## src/rtl/pc_gen_unit_if.sv

```systemverilog
// Fetch-side bundle for pc_gen_unit: redirects, stall, fetch handshake, BTB update and
// the generated PC. master = PC generator, slave = pipeline / instruction memory side.
interface pc_gen_unit_if #(
  parameter int ADDR_W    = 32,
  parameter int NUM_REDIR = 2,
  parameter int STALL_W   = 6
);
  localparam int SEL_W = $clog2(NUM_REDIR) + 1;

  logic [STALL_W-1:0]          stall;
  logic [NUM_REDIR-1:0]        redir_valid;
  logic [NUM_REDIR*ADDR_W-1:0] redir_addr;
  logic                        fetch_ready;
  logic                        btb_upd_valid;
  logic [ADDR_W-1:0]           btb_upd_pc;
  logic [ADDR_W-1:0]           btb_upd_target;
  logic [ADDR_W-1:0]           pc;
  logic                        ce;
  logic                        fetch_valid;
  logic                        flush;
  logic [SEL_W-1:0]            redir_sel;
  logic                        btb_hit;

  modport master (
    input  stall, redir_valid, redir_addr, fetch_ready,
           btb_upd_valid, btb_upd_pc, btb_upd_target,
    output pc, ce, fetch_valid, flush, redir_sel, btb_hit
  );

  modport slave (
    output stall, redir_valid, redir_addr, fetch_ready,
           btb_upd_valid, btb_upd_pc, btb_upd_target,
    input  pc, ce, fetch_valid, flush, redir_sel, btb_hit
  );
endinterface

```

## src/rtl/pc_gen_unit.sv

```systemverilog
// Program-counter generator for the IF stage: prioritised redirects, redirect held over a
// stall, optional direct-mapped BTB, sequential PC+STEP, valid/ready fetch handshake.
// Optional feature: define PC_BTB_EN to build the branch-target buffer.
module pc_gen_unit #(
  parameter int                ADDR_W      = 32,
  parameter logic [ADDR_W-1:0] RESET_VEC   = '0,
  parameter int                STEP        = 4,
  parameter int                NUM_REDIR   = 2,
  parameter int                STALL_W     = 6,
  parameter int                BTB_ENTRIES = 16
) (
  input  logic          clk,
  input  logic          rst,
  pc_gen_unit_if.master bus
);
  localparam int SEL_W = $clog2(NUM_REDIR) + 1;

  typedef enum logic {IDLE, RUN} state_t;

  state_t            state_q, state_d;
  logic [ADDR_W-1:0] pc_q, pc_d;
  logic              pend_valid_q, pend_valid_d;
  logic [ADDR_W-1:0] pend_addr_q, pend_addr_d;
  logic              flush_q, flush_d;
  logic [SEL_W-1:0]  sel_q, sel_d;

  logic              win_valid;
  logic [SEL_W-1:0]  win_idx;
  logic [ADDR_W-1:0] win_addr;
  logic              ce;
  logic              fire;
  logic              btb_hit;
  logic [ADDR_W-1:0] btb_tgt;

  function automatic logic [ADDR_W-1:0] align(input logic [ADDR_W-1:0] a);
    return {a[ADDR_W-1:2], 2'b00};
  endfunction

  assign ce   = (state_q == RUN);
  assign fire = ce & bus.fetch_ready;

  // Pick the lowest-index active redirect channel (scan downward so index 0 wins last).
  always_comb begin
    win_valid = 1'b0;
    win_idx   = '0;
    win_addr  = '0;
    for (int unsigned i = NUM_REDIR; i > 0; i--) begin
      if (bus.redir_valid[i-1]) begin
        win_valid = 1'b1;
        win_idx   = SEL_W'(i - 1);
        win_addr  = bus.redir_addr[(i-1)*ADDR_W +: ADDR_W];
      end
    end
  end

`ifdef PC_BTB_EN
  localparam int IDX_W = $clog2(BTB_ENTRIES);
  localparam int TAG_W = ADDR_W - 2 - IDX_W;

  logic [BTB_ENTRIES-1:0] btb_valid_q;
  logic [TAG_W-1:0]       btb_tag_q [BTB_ENTRIES];
  logic [ADDR_W-1:0]      btb_tgt_q [BTB_ENTRIES];
  logic [IDX_W-1:0]       rd_idx;
  logic [IDX_W-1:0]       wr_idx;

  assign rd_idx  = pc_q[2 +: IDX_W];
  assign wr_idx  = bus.btb_upd_pc[2 +: IDX_W];
  assign btb_hit = btb_valid_q[rd_idx] && (btb_tag_q[rd_idx] == pc_q[ADDR_W-1 -: TAG_W]);
  assign btb_tgt = btb_tgt_q[rd_idx];

  // BTB valid bits: cleared on reset, set by a resolved taken branch.
  always_ff @(posedge clk or posedge rst) begin
    if (rst) begin
      btb_valid_q <= '0;
    end else if (bus.btb_upd_valid) begin
      btb_valid_q[wr_idx] <= 1'b1;
    end
  end

  // BTB tag/target storage; lookup is combinational, so same-edge update reads old data.
  always_ff @(posedge clk) begin
    if (bus.btb_upd_valid) begin
      btb_tag_q[wr_idx] <= bus.btb_upd_pc[ADDR_W-1 -: TAG_W];
      btb_tgt_q[wr_idx] <= bus.btb_upd_target;
    end
  end
`else
  assign btb_hit = 1'b0;
  assign btb_tgt = '0;
`endif

  // Next-state and next-PC selection.
  always_comb begin
    state_d      = state_q;
    pc_d         = pc_q;
    pend_valid_d = pend_valid_q;
    pend_addr_d  = pend_addr_q;
    flush_d      = 1'b0;
    sel_d        = sel_q;
    case (state_q)
      IDLE: state_d = RUN;
      RUN: begin
        if (!bus.stall[0]) begin
          if (win_valid) begin
            // A fresh redirect supersedes any older pending one.
            pc_d         = align(win_addr);
            flush_d      = 1'b1;
            sel_d        = win_idx;
            pend_valid_d = 1'b0;
          end else if (pend_valid_q) begin
            pc_d         = pend_addr_q;
            flush_d      = 1'b1;
            sel_d        = SEL_W'(NUM_REDIR);
            pend_valid_d = 1'b0;
          end else if (fire && btb_hit) begin
            pc_d = align(btb_tgt);
          end else if (fire) begin
            pc_d = pc_q + ADDR_W'(STEP);
          end
        end else if (win_valid) begin
          pend_valid_d = 1'b1;
          pend_addr_d  = align(win_addr);
        end
      end
      default: state_d = IDLE;
    endcase
  end

  // State, PC, pending redirect and registered flush/select.
  always_ff @(posedge clk or posedge rst) begin
    if (rst) begin
      state_q      <= IDLE;
      pc_q         <= RESET_VEC;
      pend_valid_q <= 1'b0;
      pend_addr_q  <= '0;
      flush_q      <= 1'b0;
      sel_q        <= '0;
    end else begin
      state_q      <= state_d;
      pc_q         <= pc_d;
      pend_valid_q <= pend_valid_d;
      pend_addr_q  <= pend_addr_d;
      flush_q      <= flush_d;
      sel_q        <= sel_d;
    end
  end

  assign bus.pc          = pc_q;
  assign bus.ce          = ce;
  assign bus.fetch_valid = ce;
  assign bus.flush       = flush_q;
  assign bus.redir_sel   = sel_q;
  assign bus.btb_hit     = btb_hit;
endmodule

```

## src/flat_wrapper.sv

```systemverilog
// flat-port wrapper written by rule: the top's interface ports become plain ports
module pc_gen_unit_flat 
#(
  parameter int                ADDR_W      = 32,
  parameter logic [ADDR_W-1:0] RESET_VEC   = '0,
  parameter int                STEP        = 4,
  parameter int                NUM_REDIR   = 2,
  parameter int                STALL_W     = 6,
  parameter int                BTB_ENTRIES = 16
)
  (clk, rst, bus_stall, bus_redir_valid, bus_redir_addr, bus_fetch_ready, bus_btb_upd_valid, bus_btb_upd_pc, bus_btb_upd_target, bus_pc, bus_ce, bus_fetch_valid, bus_flush, bus_redir_sel, bus_btb_hit);
  pc_gen_unit_if #(.ADDR_W(ADDR_W), .NUM_REDIR(NUM_REDIR), .STALL_W(STALL_W)) bus_i ();
  input  logic clk;
  input  logic rst;
  input wire logic [$bits(bus_i.stall)-1:0] bus_stall;
  input wire logic [$bits(bus_i.redir_valid)-1:0] bus_redir_valid;
  input wire logic [$bits(bus_i.redir_addr)-1:0] bus_redir_addr;
  input wire logic [$bits(bus_i.fetch_ready)-1:0] bus_fetch_ready;
  input wire logic [$bits(bus_i.btb_upd_valid)-1:0] bus_btb_upd_valid;
  input wire logic [$bits(bus_i.btb_upd_pc)-1:0] bus_btb_upd_pc;
  input wire logic [$bits(bus_i.btb_upd_target)-1:0] bus_btb_upd_target;
  output wire logic [$bits(bus_i.pc)-1:0] bus_pc;
  output wire logic [$bits(bus_i.ce)-1:0] bus_ce;
  output wire logic [$bits(bus_i.fetch_valid)-1:0] bus_fetch_valid;
  output wire logic [$bits(bus_i.flush)-1:0] bus_flush;
  output wire logic [$bits(bus_i.redir_sel)-1:0] bus_redir_sel;
  output wire logic [$bits(bus_i.btb_hit)-1:0] bus_btb_hit;
  assign bus_i.stall = bus_stall;
  assign bus_i.redir_valid = bus_redir_valid;
  assign bus_i.redir_addr = bus_redir_addr;
  assign bus_i.fetch_ready = bus_fetch_ready;
  assign bus_i.btb_upd_valid = bus_btb_upd_valid;
  assign bus_i.btb_upd_pc = bus_btb_upd_pc;
  assign bus_i.btb_upd_target = bus_btb_upd_target;
  assign bus_pc = bus_i.pc;
  assign bus_ce = bus_i.ce;
  assign bus_fetch_valid = bus_i.fetch_valid;
  assign bus_flush = bus_i.flush;
  assign bus_redir_sel = bus_i.redir_sel;
  assign bus_btb_hit = bus_i.btb_hit;
  pc_gen_unit #(.ADDR_W(ADDR_W), .RESET_VEC(RESET_VEC), .STEP(STEP), .NUM_REDIR(NUM_REDIR), .STALL_W(STALL_W), .BTB_ENTRIES(BTB_ENTRIES)) u_core (.clk(clk), .rst(rst), .bus(bus_i));
endmodule
```

## config.mk

```make
export PLATFORM = sky130hd
export DESIGN_NAME = pc_gen_unit_flat
export DESIGN_NICKNAME = d
export VERILOG_FILES = /design/src/rtl/pc_gen_unit_if.sv /design/src/rtl/pc_gen_unit.sv /design/src/flat_wrapper.sv
export SDC_FILE = /design/constraint.sdc
export NUM_CORES = 1
export LEC_CHECK = 0
export BUFFER_PORTS_ARGS = -buffer_cell sky130_fd_sc_hd__buf_2
export CAP_MARGIN = 20
export CORE_MARGIN = 2
export CORE_UTILIZATION = 40
export CTS_BUF_LIST = sky130_fd_sc_hd__clkbuf_4 sky130_fd_sc_hd__clkbuf_8 sky130_fd_sc_hd__clkbuf_16
export DETAILED_ROUTE_END_ITERATION = 7
export PLACE_DENSITY = 0.7
export SLEW_MARGIN = 20
export SYNTH_ARGS = -nofsm -noshare
export SYNTH_HDL_FRONTEND = slang
export SYNTH_SLANG_ARGS = --single-unit
```

## constraint.sdc

```tcl
create_clock -name clk -period 5 [get_ports clk]
set_input_delay 0.5 -clock clk [delete_from_list [all_inputs] [get_ports clk]]
set_output_delay 0.5 -clock clk [all_outputs]
set_load 0.01 [all_outputs]
```

Yosys cells after proc, flatten, opt, wreduce, memory -nomap -nowiden
Index checks and enable logic that the tools add are counted.

Bits in registers: 67. Logic and storage cells: 33. Bits of input ports: 140. Output and inout bits: 38.

Mux-type cells: 17. Add/subtract/negate cells: 1. Bitwise operators: 2. Reductions and logical operators: 6. Equal/unequal tests: 1.

Operators by type and width (count): 32-bit 2-to-1 mux (5); 32-bit by 3-bit adder with 32-bit output (second input constant) (1); 1-bit 2-to-1 mux (9); 3-bit AND reduction (3); 2-bit 2-to-1 mux (3); 3-bit nonzero test (1); 2-bit by 1-bit != test with 1-bit output (second input constant) (1); 2-bit AND reduction (1); 2-bit nonzero test (1); 1-bit bitwise AND (1); 1-bit inverter (1).

Depth between registers and ports, before layout
Depth in word-level cells: 5. Mapped depth: 9. Depth with buffers taken out: 6.

Least setup slack after synthesis
No wires, ideal clock.

Kind: input-to-reg. Start: in bus_redir_valid[0]. End: reg u_core.pc_q[10], in the netlist u_core.bus.pc[10]. Path buffers: 3. Setup slack: 2.860 ns. Library setup time: 0.136 ns. Required time: 4.864 ns. Stages: 8. Arrival: 2.004 ns. Path through: clkbuf_1 > or3_1 > clkbuf_1 > o21ai_1 > buf_2 > nor3_1 > a221oi_1 > o21ai_0.

Word-level cells in the longest chain between the ends: 3. Elaborated cells on any way between the ends: 5. Classes of those cells: mux: 3; reduce/logical: 2.

Ends and longest elaborated chain: start, declared (line flat_wrapper.sv:16) `input wire logic [$bits(bus_i.redir_valid)-1:0] bus_redir_valid;`; 1-bit 2-to-1 mux (line pc_gen_unit.sv:48) `if (bus.redir_valid[i-1]) begin`; 3-bit nonzero test (no line); 3-bit AND reduction (no line); end signal, assigned (line pc_gen_unit.sv:140) `pc_q <= pc_d;`; end, declared (line pc_gen_unit.sv:21) `logic [ADDR_W-1:0] pc_q, pc_d;`.

Several ways; a longest one is shown, not always the timed one. A chain may end at the register's enable or synchronous reset.

Worst setup path in the final report
Start: reg u_core.pc_q[2], in the netlist u_core.bus.pc[2]. End: reg u_core.pc_q[24], in the netlist u_core.bus.pc[24].

Word-level cells in the longest chain between the ends: 4.

Ends and longest elaborated chain: 32-bit by 3-bit adder with 32-bit output (line pc_gen_unit.sv:118) `pc_d = pc_q + ADDR_W'(STEP);`; 32-bit 2-to-1 mux (line pc_gen_unit.sv:117) `end else if (fire) begin`; 32-bit 2-to-1 mux (line pc_gen_unit.sv:110) `end else if (pend_valid_q) begin`; 32-bit 2-to-1 mux (line pc_gen_unit.sv:104) `if (win_valid) begin`.

No other way between the ends. The select of a mux whose other input is x is not followed.

==> flow_metrics.py <==
metrics = {
    "outcome": {
        "status": "complete, no violations",
    },
    "synth": {
        "ys.flop_type": "dfrtp_1",
        "syn_area_sq_um": 3830,
        "synthCells": 443,
        "synthArstFlopShare_pct": 100,
        "ys_ff_latch": 65,
        "synth-warning-count": 0,
        "yosysUniqueCellTypes": 56,
        "synth_edf_count": 0,
        "avgSynthCellArea_sq_um": 8.64,
        "ys_seq_area_share_pct": 42.5,
    },
    "global_route": {
        "grt_antenna_before_repair": 0,
        "overflow": 0,
        "grt_util_all_layers_pct": 22.5,
        "grt_pass1_wl_microns": 18100,
        "grt_max_degree": 66,
        "grt_pass1_vias": 3570,
    },
    "critical_path": {
        "path_class": "reg -> reg",
        "endpoint_kind": "register",
        "rr_endpoint": "u_core.bus.pc[24]",
        "crit_fanout": 7,
        "r2r_start": "u_core.bus.pc[2]",
        "worst_ep_required_time_ns": 5.23,
        "worstPathArrival_ns": 2.83,
        "r2r_cells": 5,
        "startpoint_type": "register",
        "r2r_slack_ns": 2.41,
    },
    "sta": {
        "slew_headroom_pct": 25.5,
        "fmax_ghz": 0.386,
        "fin_crit_sh_pct": 51.9,
        "tightest_slew_ns": 1.11,
        "setup_slack_ns": 2.41,
        "fin_worst_skew_ns": 0.00760,
        "layout_min_cycle_time_ns": 2.59,
        "report.final.slew_viol_count": 0,
        "rsz0062_at_grt": "no",
        "hold_viol": 0,
        "finalSetupViolations": 0,
        "setup_tns_ns": 0,
    },
    "layout": {
        "fill_cells": 923,
        "drive_gt1_share_pct": 26.5,
        "n_antenna_cell": 0,
        "finalNonFillerCells": 661,
        "area_growth_syn_to_layout_pct": 22.6,
        "nNetsFinal": 668,
    },
    "placement": {
        "gp_congestion": 0.829,
        "port_buffers": 100,
        "hpwl_microns": 7760,
        "dp_slack_ns": 2.05,
        "dp_cells": 645,
    },
    "clocking": {
        "post_cts_resized": 0,
        "cts.sinks": 65,
        "htreeDepth": 3,
        "postCtsSetupBuffers": 0,
        "cts_root_buf": "clkbuf_8",
        "clkLatencyLatePin_ns": 0.35,
        "cts_tree": "yes",
        "path_clk_slew_ns": 0.08,
        "cts_buffers": 9,
        "cts_buffer_depth": 2,
        "cts_hold_buf": 0,
    },
    "route": {
        "first_iter_violations": 232,
        "totalWireLength_microns": 11300,
        "vias": 3840,
        "drc_errors": 0,
        "route.detailed.wl_per_inst_microns": 17.2,
        "vias_per_cell": 5.81,
        "antenna_left": 0,
        "drt_first_pass_iters": 4,
    },
    "floorplanning": {
        "coreArea_sq_um": 9240,
        "die_area_sq_um": 10400,
        "die_h_microns": 102,
        "die_w_microns": 102,
        "initial_core_util_pct": 41.4,
        "io_pins": 178,
        "rows": 35,
    },
    "power": {
        "power_per_cell_area_nw_per_um2": 369,
        "ir_drop_mv": 0.187,
        "total_power_mw": 1.73,
        "leakage_nw": 2.05,
    },
    "run": {
        "cap_violations": 0,
    },
    "hold_path": {
        "min_path_type": "in -> async",
    },
}
==> cells in the mapped netlist, types with 3 or more instances <==
library cell | n | area share, %
dfrtp_1 | 65 | 43
nand2_1 | 60 | 5.9
o21ai_0 | 55 | 7.2
nor2_1 | 28 | 2.7
clkbuf_1 | 27 | 2.6
a21oi_1 | 21 | 2.7
a22oi_1 | 19 | 3.7
nand3_1 | 15 | 2.0
a31oi_1 | 10 | 1.6
nor3_1 | 10 | 1.3
mux2_2 | 9 | 2.6
nand4_1 | 8 | 1.3
mux2i_1 | 7 | 1.8
nor2b_1 | 7 | 1.1
a221oi_1 | 6 | 1.4
a22o_1 | 6 | 1.4
o211ai_1 | 6 | 1.2
a21boi_0 | 5 | 0.98
and3_1 | 5 | 0.82
buf_2 | 5 | 0.65
nor4_1 | 5 | 0.82
xnor2_1 | 5 | 1.1
buf_4 | 4 | 0.78
o221ai_1 | 4 | 0.92
o22a_1 | 4 | 0.92
o32a_1 | 4 | 1.0
xor2_1 | 4 | 0.92
inv_1 | 3 | 0.29
or3_1 | 3 | 0.49
==> where the power goes <==
group          total (mW)  switching, mW  internal, mW
clock               0.625          0.217         0.408
sequential          0.721          0.102         0.619
combinational       0.384          0.215         0.169
total                1.73          0.534          1.20
==> through the flow <==
stage / hold slack, ns / area, sq um / util (%)
after floorplan: 0.441 / 3830 / -
after global placement: 0.456 / 4400 / 47.6
after detailed placement: 0.468 / 4400 / 47.6
after CTS: 0.427 / 4680 / 50.6
after global routing: 0.483 / 4690 / 50.8
final: 0.383 / 4690 / 50.8
==> per-layer routing <==
| metal | vias up | wire (microns) | global-route usage, % |
|---|---|---|---|
| met5 | - | 0 | 0 |
| met4 | 0 | 161 | 6.65 |
| met3 | 15 | 793 | 4.55 |
| met2 | 158 | 5440 | 35.8 |
| met1 | 1860 | 4940 | 31.1 |
| li1 | 1807 | - | - |
==> critical path: stages (launching register included) <==
cell and delay (ns):
dfrtp_1 0.48, ha_1 0.32, nand2_1 0.15, nor4_1 0.95, a31oi_1 0.23, o32a_1 0.35
==> worst max path at each step <==
stage                                    from                 to  cells past startpoint
final                        u_core.bus.pc[2]  u_core.bus.pc[24]                      5
after global routing         u_core.bus.pc[2]  u_core.bus.pc[16]                      5
after CTS                 u_core.pend_valid_q  u_core.bus.pc[15]                      5
after detailed placement   bus_redir_valid[0]  u_core.bus.pc[15]                      6
after global placement     bus_redir_valid[0]  u_core.bus.pc[15]                      6
after floorplan            bus_redir_valid[0]  u_core.bus.pc[10]                      8
==> kinds of logic after synthesis <==
logic type	count (synthesis)	synth area share, %
AND/OR/NAND/NOR	153	19.3
AO/OA/AOI/OAI	156	26.6
buffers and inverters	41	4.58
flip-flops	65	42.5
multiplexers	16	4.48
adder cells (fa/ha/maj)	1	0.327
other	2	0.196
XOR/XNOR	9	2.06
==> state kept, by name, summed over array words and instances (netlist names) <==
| signal | count |
|---|---|
| u_core.pend_valid_q | 1 |
| u_core.bus.ce | 1 |
| u_core.pend_addr_q | 30 |
| u_core.bus.flush | 1 |
| u_core.bus.pc | 30 |
| u_core.bus.redir_sel | 2 |
==> placed cells by master, fill, tap and decap left out, types with 5 or more instances in the layout <==
| cell type | instances |
|---|---|
| nand3_1 | 15 |
| mux2_2 | 9 |
| a31oi_1 | 10 |
| nor3_1 | 10 |
| a21boi_0 | 5 |
| xnor2_1 | 5 |
| and3_1 | 5 |
| nand4_1 | 8 |
| nand2_1 | 60 |
| buf_2 | 100 |
| mux2i_1 | 7 |
| a21oi_1 | 21 |
| nor4_1 | 5 |
| a22o_1 | 6 |
| o211ai_1 | 6 |
| a22oi_1 | 19 |
| o21ai_0 | 55 |
| a221oi_1 | 6 |
| nor2_1 | 28 |
| dfrtp_1 | 65 |
| clkbuf_8 | 11 |
| nor2b_1 | 6 |
| buf_4 | 8 |
==> layout make-up <==
type	instances	area [sq um]	share of cell area [%]
multi-input cells	339	2050	43.7
inverters	4	15.0	0.320
repair buffers	108	561	11.9
clock buffers	11	151	3.23
flip-flops and latches	65	1630	34.7
clock inverters	5	125	2.67
well taps	129	161	3.44
Note: power is estimated with default switching activity, not from simulation.
